<file path="src/rtl/pipe_stall_ctrl.sv">
// Pipeline stall/bubble controller: per-stage load enables, incoming valid bits,
// branch-shadow FSM and indirect-op hold counter. Define PIPE_STALL_PERF_EN for stall counters.
module pipe_stall_ctrl #(
    parameter int NUM_STAGES = 5,
    parameter int BR_STAGE   = 3,
    parameter int IND_STAGE  = 2,
    parameter int IND_CYCLES = 2,
    parameter int CNT_W      = 16
) (
    input  logic                        clk,
    input  logic                        rst_n,
    input  logic [NUM_STAGES-1:0]       stage_valid,
    input  logic [NUM_STAGES-1:0]       stall_req,
    input  logic [NUM_STAGES-1:0]       bubble_req,
    input  logic                        br_decode,
    input  logic                        br_resolve,
    input  logic                        ind_req,
    output logic [NUM_STAGES-1:0]       load,
    output logic [NUM_STAGES-1:0]       valid_out,
    output logic                        br_busy,
    output logic                        ind_busy,
    output logic [NUM_STAGES*CNT_W-1:0] stall_cnt
);

    typedef enum logic {
        BR_IDLE,
        BR_WAIT
    } br_state_t;

    br_state_t             br_state;
    logic [3:0]            ind_cnt;
    logic [NUM_STAGES-1:0] hold;
    logic [NUM_STAGES-1:0] adv;
    logic                  down_hold;
    logic                  ind_start;
    logic                  ind_hold;
    logic                  br_shadow;
    logic                  br_res_q;
    logic                  squash_if;
    logic                  unused_msb;

    // Stages past the indirect stage never see ind_hold, so their hold is just the stall suffix.
    assign down_hold = |stall_req[NUM_STAGES-1:IND_STAGE+1];
    assign ind_start = ind_req & stage_valid[IND_STAGE] & (ind_cnt == 4'd0) & ~down_hold;
    assign ind_hold  = (ind_cnt != 4'd0) | ind_start;
    assign ind_busy  = (ind_cnt != 4'd0);

    always_comb begin
        hold = '0;
        hold[NUM_STAGES-1] = stall_req[NUM_STAGES-1];
        for (int i = NUM_STAGES - 2; i >= 0; i--) begin
            hold[i] = stall_req[i] | ((i == IND_STAGE) & ind_hold) | hold[i+1];
        end
    end

    assign adv       = ~hold;
    assign load      = rst_n ? adv : '0;
    assign br_shadow = (br_state != BR_IDLE) | br_decode;
    assign br_res_q  = br_resolve & adv[BR_STAGE+1];
    assign squash_if = br_shadow & ~adv[BR_STAGE+1];

    always_comb begin
        valid_out = '0;
        if (rst_n) begin
            valid_out[0] = ~squash_if;
            for (int i = 1; i < NUM_STAGES; i++) begin
                valid_out[i] = stage_valid[i-1] & adv[i-1] & ~bubble_req[i-1]
                             & ~(br_shadow & (i <= 1));
            end
        end
    end

    // A resolve arriving with the decode of a new branch wins: that decode is wrong-path.
    always_ff @(posedge clk or negedge rst_n) begin
        if (!rst_n) begin
            br_state <= BR_IDLE;
            br_busy  <= 1'b0;
        end else begin
            case (br_state)
                BR_IDLE: begin
                    if (br_decode & adv[2] & ~br_res_q) begin
                        br_state <= BR_WAIT;
                        br_busy  <= 1'b1;
                    end
                end
                BR_WAIT: begin
                    if (br_res_q) begin
                        br_state <= BR_IDLE;
                        br_busy  <= 1'b0;
                    end
                end
                default: begin
                    br_state <= BR_IDLE;
                    br_busy  <= 1'b0;
                end
            endcase
        end
    end

    always_ff @(posedge clk or negedge rst_n) begin
        if (!rst_n) begin
            ind_cnt <= 4'd0;
        end else if (ind_start) begin
            ind_cnt <= 4'(IND_CYCLES);
        end else if ((ind_cnt != 4'd0) && !down_hold) begin
            ind_cnt <= ind_cnt - 4'd1;
        end
    end

`ifdef PIPE_STALL_PERF_EN
    for (genvar g = 0; g < NUM_STAGES; g++) begin : g_perf
        logic [CNT_W-1:0] cnt_q;

        always_ff @(posedge clk or negedge rst_n) begin
            if (!rst_n) begin
                cnt_q <= '0;
            end else if (hold[g] && (cnt_q != {CNT_W{1'b1}})) begin
                cnt_q <= cnt_q + CNT_W'(1);
            end
        end

        assign stall_cnt[g*CNT_W +: CNT_W] = cnt_q;
    end
`else
    assign stall_cnt = '0;
`endif

    // The last stage's valid and bubble have no downstream register to feed.
    assign unused_msb = stage_valid[NUM_STAGES-1] ^ bubble_req[NUM_STAGES-1];

endmodule

</file>
<file path="config.mk">
export PLATFORM = sky130hd
export DESIGN_NAME = pipe_stall_ctrl
export DESIGN_NICKNAME = d
export VERILOG_FILES = /design/src/rtl/pipe_stall_ctrl.sv
export SDC_FILE = /design/constraint.sdc
export NUM_CORES = 1
export LEC_CHECK = 0
export CAP_MARGIN = 10
export CORE_MARGIN = 8
export CORE_UTILIZATION = 40
export CTS_BUF_LIST = sky130_fd_sc_hd__clkbuf_8
export CTS_CLUSTER_DIAMETER = 80
export DETAILED_ROUTE_END_ITERATION = 8
export DONT_BUFFER_PORTS = 1
export GPL_TIMING_DRIVEN = 0
export HOLD_SLACK_MARGIN = 0.03
export SYNTH_ARGS = -nofsm -noshare
export SYNTH_HDL_FRONTEND = slang
export SYNTH_SLANG_ARGS = --single-unit
export TNS_END_PERCENT = 50
</file>
<file path="constraint.sdc">
create_clock -name clk -period 2.1 [get_ports clk]
set_input_delay 0.21 -clock clk [delete_from_list [all_inputs] [get_ports clk]]
set_output_delay 0.21 -clock clk [all_outputs]
set_load 0.05 [all_outputs]
</file>
# [Yosys cells after proc, flatten, opt, wreduce, memory -nomap -nowiden]
# Cells that the tools add are included.
[totals] input_bits=20 ff_bits=6 out_inout_bits=92 word_cells=57
[classes] reduce_logical=7 n_eq_ne=2 muxes=10 bitwise_logic=34 n_addsub=1
[ops] operator="bitwise AND 1 bit" n=16
[ops] operator="two-way mux 5 bit" n=2
[ops] operator="NOT 1 bit" n=10
[ops] operator="two-way mux 4 bit" n=2
[ops] operator="bitwise OR 1 bit" n=7
[ops] operator="NOT 5 bit" n=1
[ops] operator="logical NOT 4 bit" n=1
[ops] operator="two-way mux 1 bit" n=4
[ops] operator="case mux 1 bit (2 select lines)" n=2
[ops] operator="nonzero test 4 bit" n=1
[ops] operator="subtractor 4 x 1 -> 4 bit (second input constant)" n=1
[ops] operator="inequality test 2 x 1 -> 1 bit (second input constant)" n=1
[ops] operator="inequality test 2 bit (second input constant)" n=1
[ops] operator="AND reduction 2 bit" n=1
[ops] operator="nonzero test 2 bit" n=1
[ops] operator="OR reduction 2 bit" n=1
[ops] operator="logical AND 1 bit" n=1
[ops] operator="logical NOT 1 bit" n=1

# [Longest topological paths before layout]
# Gate-level depths: netlist (run 1).
[depth] depth_word=14 ltp_mapped=5 depth_no_buf=5

# [Worst setup path after synthesis (run 1)]
# Ideal clock, no wire load.
[synth_timing] path_kind="register to output" startpoint="register ind_cnt[0]" endpoint="output port valid_out[2]" required_time_ps=1890 path_stages_with_launch=6 n_path_buf=0 t_arrival_ps=2524 path_slack_ps=-634 path_cell_list="dfrtp_1 inv_1 ha_1 nor4b_2 nand2_1 nor4_1"
[synth_between] elab_chain_cells=11 elab_cells_between_ends=12 cone_classes="1 x mux; 9 x bitwise; 2 x reduce/logical"
[synth_lines] item="start, declared" line_no="31" text="logic [3:0] ind_cnt;"
[synth_lines] item="start signal, assigned" line_no="104" text="ind_cnt <= 4'(IND_CYCLES);"
[synth_lines] item="start signal, assigned" line_no="106" text="ind_cnt <= ind_cnt - 4'd1;"
[synth_lines] item="logical NOT 4 bit" line_no="44" text="assign ind_start = ind_req & stage_valid[IND_STAGE] & (ind_cnt == 4'd0) & ~down_hold;"
[synth_lines] item="bitwise AND 1 bit (2 in series)" line_no="44"
[synth_lines] item="bitwise OR 1 bit *" line_no="45" text="assign ind_hold = (ind_cnt != 4'd0) | ind_start;"
[synth_lines] item="bitwise OR 1 bit * (3 in series)" line_no="52" text="hold[i] = stall_req[i] | ((i == IND_STAGE) & ind_hold) | hold[i+1];"
[synth_lines] item="NOT 5 bit *" line_no="56" text="assign adv = ~hold;"
[synth_lines] item="bitwise AND 1 bit * (2 in series)" line_no="67" text="valid_out[i] = stage_valid[i-1] & adv[i-1] & ~bubble_req[i-1]"
[synth_lines] item="two-way mux 5 bit *" line_no="64" text="if (rst_n) begin"
[synth_lines] item="end, declared" line_no="19" text="output logic [NUM_STAGES-1:0] valid_out,"
# Every way passes the cells marked *; elsewhere a longest branch is shown, timed or not.

# [Final worst setup path (run 1)]
[layout_timing] startpoint="register ind_cnt[0]" endpoint="output port load[0]"
[layout_between] elab_chain_cells=10 elab_cells_between_ends=11 cone_classes="1 x mux; 8 x bitwise; 2 x reduce/logical"
[layout_lines] item="logical NOT 4 bit" line_no="44"
[layout_lines] item="bitwise AND 1 bit (2 in series)" line_no="44"
[layout_lines] item="bitwise OR 1 bit *" line_no="45"
[layout_lines] item="bitwise OR 1 bit * (4 in series)" line_no="52"
[layout_lines] item="NOT 5 bit *" line_no="56"
[layout_lines] item="two-way mux 5 bit *" line_no="57" text="assign load = rst_n ? adv : '0;"
[layout_lines] item="end, declared" line_no="18" text="output logic [NUM_STAGES-1:0] load,"
# Marks and branches as above.

==> results of run 1 <==
==> per-stage QoR <==
stage	hold slack, ps	TNS, ps	setup slack, ps
6_report	206	-79.3	-53.8
5_1_grt	209	-286	-127
4_1_cts	200	-253	-105
3_5_place_dp	-85.3	-1090	-359
3_3_place_gp	-85.3	-1690	-483
2_1_floorplan	-85.6	-611	-261
==> power by group <==
part | leakage (nW) | switching (mW) | total [mW] | internal (mW)
combinational | 0.872 | 0.484 | 0.754 | 0.270
sequential | 0.0753 | 0.0720 | 0.234 | 0.162
clock | 0.0216 | 0.0473 | 0.170 | 0.123
total | 0.969 | 0.603 | 1.16 | 0.554
==> critical path, stage by stage (launching register included) <==
cell and delay [ps]:
dfrtp_1 380, inv_2 80, ha_4 130, nor4b_4 240, nand2_2 150, buf_6 170
nor4_4 570
==> flip-flops by register name, summed over array words and instances (netlist names) <==
| signal | cells |
|---|---|
| br_busy | 1 |
| br_state | 1 |
| ind_cnt | 4 |
==> worst min-delay path by stage <==
| stage | depth (start not counted) | from | slack [ps] | to |
|---|---|---|---|---|
| after detailed placement | 0 | rst_n | -90 | br_busy |
| after global placement | 0 | rst_n | -90 | br_busy |
| final | 2 | br_decode | 210 | br_state |
| after CTS | 2 | br_decode | 200 | br_state |
| after floorplan | 0 | rst_n | -90 | br_busy |
| after global routing | 2 | br_decode | 210 | br_state |
==> cells by family after synthesis <==
family | Yosys count | synth area share (%)
AOI/OAI and AO/OA | 7 | 4.87
DFF | 6 | 14.6
adders and majority gates | 1 | 1.22
buffers and inverters | 85 | 60.3
other | 1 | 0.365
and+or+nand+nor | 29 | 16.4
muxes | 2 | 2.19
==> layer usage <==
metal,vias to the layer above,global-route usage [%]
li1,449,-
met3,2,6.38
met4,0,2.40
met1,339,8.90
met5,-,0
met2,57,20.0
==> cells in the mapped netlist (2+ instances only) <==
cell      n  share of area, %
mux2_2    2               2.2
nor4_1    3               1.8
nand2_1   3               1.1
buf_4    80                58
inv_1     4               1.5
dfrtp_1   6                15
nor3_1    3               1.5
nor2_1    7               2.6
nand3_1   4               1.9
o21a_1    2               1.5
nor2b_1   2               1.2
==> timing repair <==
action / in CTS / in global routing
endpoints found under the setup margin: 5 / 6
gates resized for setup: 14 / 0
hold buffers: 1 / 0
setup buffers: 7 / 2
pin swaps: 5 / 5
endpoints found under the hold margin: 6 / 0
==> layout make-up <==
class,count,area [um2]
well taps,30,37.5
fillers,216,866
flip-flops and latches,6,150
clock buffers,3,41.3
repair buffers,11,92.6
multi-input cells,119,648
inverters,5,18.8
plain buffers,80,601
==> impl_metrics.tcl, run 1 <==
set metrics [dict create \
    port_buffers 0 \
    violated_checks "setup timing" \
    layout_common_cells "buf_4, conb_1, nor2_1, dfrtp_1, nand3_1" \
    dr.first_iter.drc_count 14 \
    worstPathArrival_ps 1940 \
    detail-route-antenna-nets 0 \
    core_um2 2450 \
    num_io_pins 112 \
    cts_sinks 6 \
    flip_flop_and_latch_count_after_synthesis 6 \
    setup_slack_ps -53.8 \
    worst-slew-pin-transition_ps 907 \
    final_cell_count_no_fill 254 \
    ir_drop_v 0.000526 \
    asyncSetResetFlopFracSynth_pct 100 \
    timing.rr.end "ind_cnt[1]" \
    grt_first_pass_wirelength_mm 3.73 \
    yosys_cell_types 26 \
    insertedDiodeCount 0 \
    crit-reg2reg-launch "ind_cnt[0]" \
    maxSlewViolCount 0 \
    worst_slew_margin_rel_pct 39.3 \
    postPlaceCellArea_um2 1400 \
    fp.dieW_um 66.7 \
    clockRootBuffer "clkbuf_8" \
    drt_pre_antenna_iters 4 \
    via_per_inst 3.33 \
    timing.critical_path.fanout_max 4 \
    worstSetupStartpoint "ind_cnt[0]" \
    finalHoldViolCount 0 \
    clk_pin_slew_ps 40 \
    clk_latency_ps 220 \
    max_clock_freq_mhz 464 \
    average_wire_per_cell_in_the_routed_design_um 10.5 \
    layout_min_cycle_time_ps 2150 \
    tritoncts_clock_tree "yes" \
    netlist_area_um2 1030 \
    post-route-cell-area_um2 1590 \
    cts-buffers-inserted 3 \
    leakage_nw 0.969 \
    start_util_pct 41.8 \
    rsz_0062_raised_after_global_routing "true" \
    critPathLaunchType "flip-flop" \
    design_power_total_mw 1.16 \
    grt_max_degree 10 \
    gpl.final_weighted_congestion 0.684 \
    hold_class "input pin to flip-flop" \
    final_core_utilization_pct 64.7 \
    maxCapViolCount 0 \
    syn2layout_area_growth_pct 54.7 \
    post-dp-hpwl_mm 2.28 \
    mean_area_per_synthesized_cell_um2 7.84 \
    critical_path_required_ps 1890 \
    topmost_layer_with_routed_signal_wires "met4" \
    amount_of_wire_on_met2_after_detailed_routing_mm 1.40 \
    fin_worst_skew_ps 8.28 \
    drc 0 \
    vias 847 \
    share_of_final_layout_standard_cells_stronger_than_drive_strength_1_pct 48.7 \
    final_wl_mm 2.67 \
    vias_in_the_first_global_route 835 \
    status "finished, violations left" \
    synth-seq-area-share_pct 14.6 \
    final_nets 247 \
    post_synth_edffs 0 \
    grt_antenna_before_repair 0 \
    postSynth.topFlopCell "dfrtp_1" \
    grt.overflow.total 0 \
    synth-warning-count 0 \
    gate_count_post_synth 131 \
    clock_tree.htree_level_count 1 \
    met1_length_um 763 \
    worstSetupPathType "flip-flop to output port" \
    die_area_um2 4450 \
    grt_use_total_pct 10.5 \
    critical_path_capture_point "load[0]" \
    final.period_utilization_pct 103 \
    max-clock-path-buffers 2 \
    row_count 18 \
    setup_viol 2 \
    reg2reg_setup_slack_ps 410 \
    cellPowerDensity_nw_per_um2 729 \
    endpoint_kind "output port" \
    timing.reg2reg.worst_path_depth 6 \
    dr_wl_met3_um 492 \
    layout_commonest_cell "buf_4" \
    dpl.cell_count 241 \
    die-height_um 66.7 \
]
Note: power is estimated with default switching activity, not from simulation.
==> inputs of run 2 (changes only) <==
CAP_MARGIN = 20   (was 10)
clock period = 2.69 ns   (was 2.1 ns; I/O delays follow)
==> impl_metrics.tcl, run 2 (synthesis results as in run 1) <==
set metrics [dict create \
    ctsResizeCount 0 \
    vias_in_the_first_global_route 792 \
    final_nets 241 \
    groute.layer.met1.usage_pct 7.52 \
    design_power_total_uw 815 \
    grt_max_degree 10 \
    clockRootBuffer "clkbuf_8" \
    row_count 18 \
    fillCellCount 236 \
    maxSlewViolCount 0 \
    busiest_layer "met2" \
    fp.dieW_um 66.7 \
    grt_first_pass_wirelength_mm 3.53 \
    clk_pin_slew_ps 40 \
    max-clock-path-buffers 2 \
    layout_commonest_cell "buf_4" \
    status "completed" \
    dr.first_iter.drc_count 13 \
    timing.critical_path.fanout_max 6 \
    num_io_pins 112 \
    global_route.usage.met2_pct 19.4 \
    cp.buffers_inverters 1 \
    layout_common_cells "buf_4, conb_1, nor2_1" \
    library_cell_contributing_the_largest_single_delay_on_the_critical_path "nor2_1" \
    maxCapViolCount 0 \
    ir_drop_v 0.000350 \
    cts-buffers-inserted 3 \
    critical_path_required_ps 2420 \
    top_regs "ind_cnt: 4 flops, br_busy: 1 flops, br_state: 1 flops" \
    cellPowerDensity_nw_per_um2 554 \
    grt.overflow.total 0 \
    setup_viol 0 \
    share_of_final_layout_standard_cells_stronger_than_drive_strength_1_pct 45.0 \
    start_util_pct 41.8 \
    largest_register_ffs 4 \
    core_um2 2450 \
    leakage_nw 0.921 \
    final.period_utilization_pct 91.1 \
    rsz_0062_raised_after_global_routing "false" \
    grt_antenna_before_repair 0 \
    drc 0 \
    reg2reg_setup_slack_ps 1000 \
    fin_worst_skew_ps 2.29 \
    multi_input_logic_area_um2 583 \
    worst_hold_slack_ps 245 \
    insertedDiodeCount 0 \
    post-dp-hpwl_mm 2.35 \
    max_clock_freq_mhz 408 \
    average_wire_per_cell_in_the_routed_design_um 10.1 \
    postPlaceCellArea_um2 1420 \
    grt_use_total_pct 10.0 \
    register_area_um2 150 \
    drt_pre_antenna_iters 4 \
    die_area_um2 4450 \
    hold_endpoint "br_busy" \
    critical-path-top-delay-family "simple AND/OR/NAND/NOR gates" \
    crit-reg2reg-launch "ind_cnt[0]" \
    largest_register "ind_cnt" \
    grt.met3_usage_pct 6.71 \
    p_sw_share_pct 53.9 \
    post-route-cell-area_um2 1470 \
    endpoint_kind "output port" \
    cts_sinks 6 \
    worst-slew-pin-transition_ps 910 \
    postCtsSetupBuffers 0 \
    die-height_um 66.7 \
    crit_chain "inv_1 > ha_1 > nor4b_2 > nand2_1 > nor2_1" \
    timing.reg2reg.worst_path_depth 5 \
    timing.rr.end "ind_cnt[1]" \
    ctsHoldBuffers 1 \
    hold_path.startpoint "br_decode" \
    finalHoldViolCount 0 \
    worstSetupPathType "flip-flop to output port" \
    power.share.sequential_pct 21.3 \
    intPower_uw 376 \
    clk_latency_ps 220 \
    min_path_cells 2 \
    final_wl_mm 2.50 \
    critical_path.max_stage_delay_ps 740 \
    vias 809 \
    worst_slew_margin_rel_pct 39.1 \
    gpl.final_weighted_congestion 0.733 \
    via_per_inst 3.26 \
    port_buffers 0 \
    layout_min_cycle_time_ps 2450 \
    syn2layout_area_growth_pct 43.2 \
    clock_tree.htree_level_count 1 \
    critPathLaunchType "flip-flop" \
    net-switching-power_uw 439 \
    worstPathArrival_ps 2180 \
    share_clk_of_total_power_pct 15.9 \
    combPwrFrac_pct 62.8 \
    hold_class "input pin to flip-flop" \
    detail-route-antenna-nets 0 \
    tritoncts_clock_tree "yes" \
]
==> run 2: cell count changes in the layout (fill, tap and decap cells not counted), sizes merged <==
cell	before	now
buf	90	84
==> run 2: worst max-delay path by stage <==
stage                     startpoint      endpoint  slack [ps]  depth (start not counted)
after floorplan           ind_cnt[0]       load[0]         -60                          5
after global placement    ind_cnt[0]  valid_out[3]        -310                          5
after detailed placement  ind_cnt[0]       load[2]         480                          5
after CTS                 ind_cnt[0]       load[2]         240                          5
after global routing      ind_cnt[0]       load[2]         120                          5
final                     ind_cnt[0]       load[2]         240                          5
==> run 2: cell type report <==
type,count,share of cell area (%)
Tap cell,30,2.55
Inverter,5,1.28
Clock buffer,3,2.81
Timing Repair Buffer,5,2.72
Multi-Input combinational cell,119,39.6
Buffer,80,40.8
Sequential cell,6,10.2
==> run 2: metrics by stage <==
step                      setup TNS (ps)  setup WS [ps]  utilization (%)  cells
after floorplan                     -118          -58.8                -    210
after global placement              -581           -313             55.7    240
after detailed placement               0            484             57.8    244
after CTS                              0            239             59.9    248
after global routing                   0            120             59.9    248
final                                  0            238             59.9    248
==> run 2: metal layers <==
layer | share of wire (%) | up-vias
met5 | 0 | -
met4 | 0.84 | 0
met3 | 21 | 2
met2 | 53 | 56
met1 | 25 | 318
li1 | - | 433
==> run 2: power by group through the flow <==
stage	registers, mW	logic [mW]	clock network (mW)
after floorplan	0.168	0.475	0
after global placement	0.173	0.490	0
after detailed placement	0.175	0.503	0
after CTS	0.174	0.506	0.133
after global routing	0.179	0.543	0.141
final	0.174	0.512	0.129
==> patch, RTL diff (flow settings as in run 1) <==
Build with the macro `PIPE_STALL_PERF_EN` defined.
--- a/src/rtl/pipe_stall_ctrl.sv
+++ b/src/rtl/pipe_stall_ctrl.sv
@@ -2,2 +2,4 @@
 // branch-shadow FSM and indirect-op hold counter. Define PIPE_STALL_PERF_EN for stall counters.
+`define PIPE_STALL_PERF_EN
+
 module pipe_stall_ctrl #(
Function: changed (a bounded check fails within 4 cycles, from zero or initial values and one cycle with rst_n low).
==> patch against run 1 <==
- synthesized cell count grew to 2.9 times the old value
- cell area grew to 3.2 times the old value
- total power grew to 5.7 times the old value
- sequential power rose to 18 times the old value
- setup slack worse by 0.76 ns
- fmax down 26%
- largest cell class is now multi-input combinational cells
- critical path depth up 1
- clock skew is essentially flat
- sequential cell count is 80 higher
- area after synthesis rose to 4.1 times the old value
- routed wire length increased to 3.7 times the old value
- the run ends with negative hold slack, negative setup slack left
- non-clock buffer count decreased by 73
- count of clock-buffer cells in the layout rose by 8
==> patch: results (changes against run 1) <==
outcome complete, but fails checks; failing checks negative hold slack, negative setup slack; Hold Vio Cnt, Final 86 (+86); Worst path max stage delay 0.65 ns (+0.08 ns); Power Clock 1.06 mW (+520%); CTS Hold Buffers Added 2 (+1); Post-Synth Adder-Cell Area 2.076% (+0.86 points); mux cell area share after synthesis 2.639% (+0.45 points); synthesized area per cell 10.93 um^2 (+39%); sw power 3.310 mW (+450%); Synth area leaders dfrtp_1 (51%), xnor2_1 (8.3%), xor2_1 (4.6%); DR vias 3007 (+260%); largest net degree at the start of global routing 91 (+81); H-tree Lvls 3 (+2); total routed wirelength 9809 um (+270%); XOR/XNOR Fraction of Synth Area 12.87% (+13 points); slowest cell on the critical path nor4b_4; post-synth cell types 52 (+100%); count of final setup violators 20 (+18); setup bufs post-CTS 9 (+2); DP Area 4442 um^2 (+220%); Leak Pwr 1.929 nW (+99%); gr usage total 13.89% (+3.4 points); largest registers g_perf.cnt_q (80), ind_cnt (4); first-pass GRT wire length 15950 um (+330%); met1 Track Usage GR 16.83% (+7.9 points); worst slack at placement -0.4995 ns (-0.1402 ns); initial detailed-routing violation count 151 (+137); r2r worst-path depth 10 (+4); critical path peak fanout 7 (+3); Hold WC Path Type input pin to asynchronous set/reset pin; DP Cell Count 522 (+120%); routability congestion estimate 0.7989 (+17%); Fin Hold WS -0.4502 ns (-0.6566 ns); Resized cells post-CTS 56 (+42); Yosys top cell by area dfrtp_1; Post-synth top cells dfrtp_1 (86), xnor2_1 (40), nand2_1 (33); Crit path arrival time 2.70 ns (+0.76 ns); Rel. slew slack 37.50% (-1.8 points); vias in the first global route 2930 (+250%); Worst Slack Setup Final -0.8090 ns (-0.7552 ns); fillers 956 (+340%); clock share of power 16.2% (+1.5 points); nets 438 (+77%); met2 GRT Util 21.90% (+1.9 points); Worst Setup EP valid_out[2]; sequential share of the synthesized area 51.01% (+36 points); Avg WL per Cell 17.80 um (+69%); metal3 WL 783 um (+59%); clock latency on the worst-skew pair 0.35 ns (+0.13 ns)
==> patch: cell types whose count changed in the layout (fill, tap and decap cells not counted), moves of 17 or more <==
| cell | delta |
|---|---|
| buf_4 | -82 |
| dfrtp_1 | +32 |
| nand2_1 | +30 |
| nand3_1 | +22 |
| conb_1 | -80 |
| nand4_1 | +25 |
| xnor2_1 | +40 |
| nor2_1 | +17 |
| dfrtp_2 | +47 |
| xor2_1 | +22 |
==> patch: layout make-up <==
| type | count | area, um^2 | area share [%] |
|---|---|---|---|
| inverter | 12 | 48.80 | 0.9714 |
| timing repair buffer | 14 | 141.4 | 2.814 |
| tap | 136 | 170.2 | 3.387 |
| clock inverter | 4 | 22.52 | 0.4483 |
| sequential | 86 | 2215 | 44.08 |
| buffer | 4 | 41.29 | 0.8219 |
| clock buffer | 11 | 151.4 | 3.014 |
| multi-input combinational | 284 | 2233 | 44.46 |
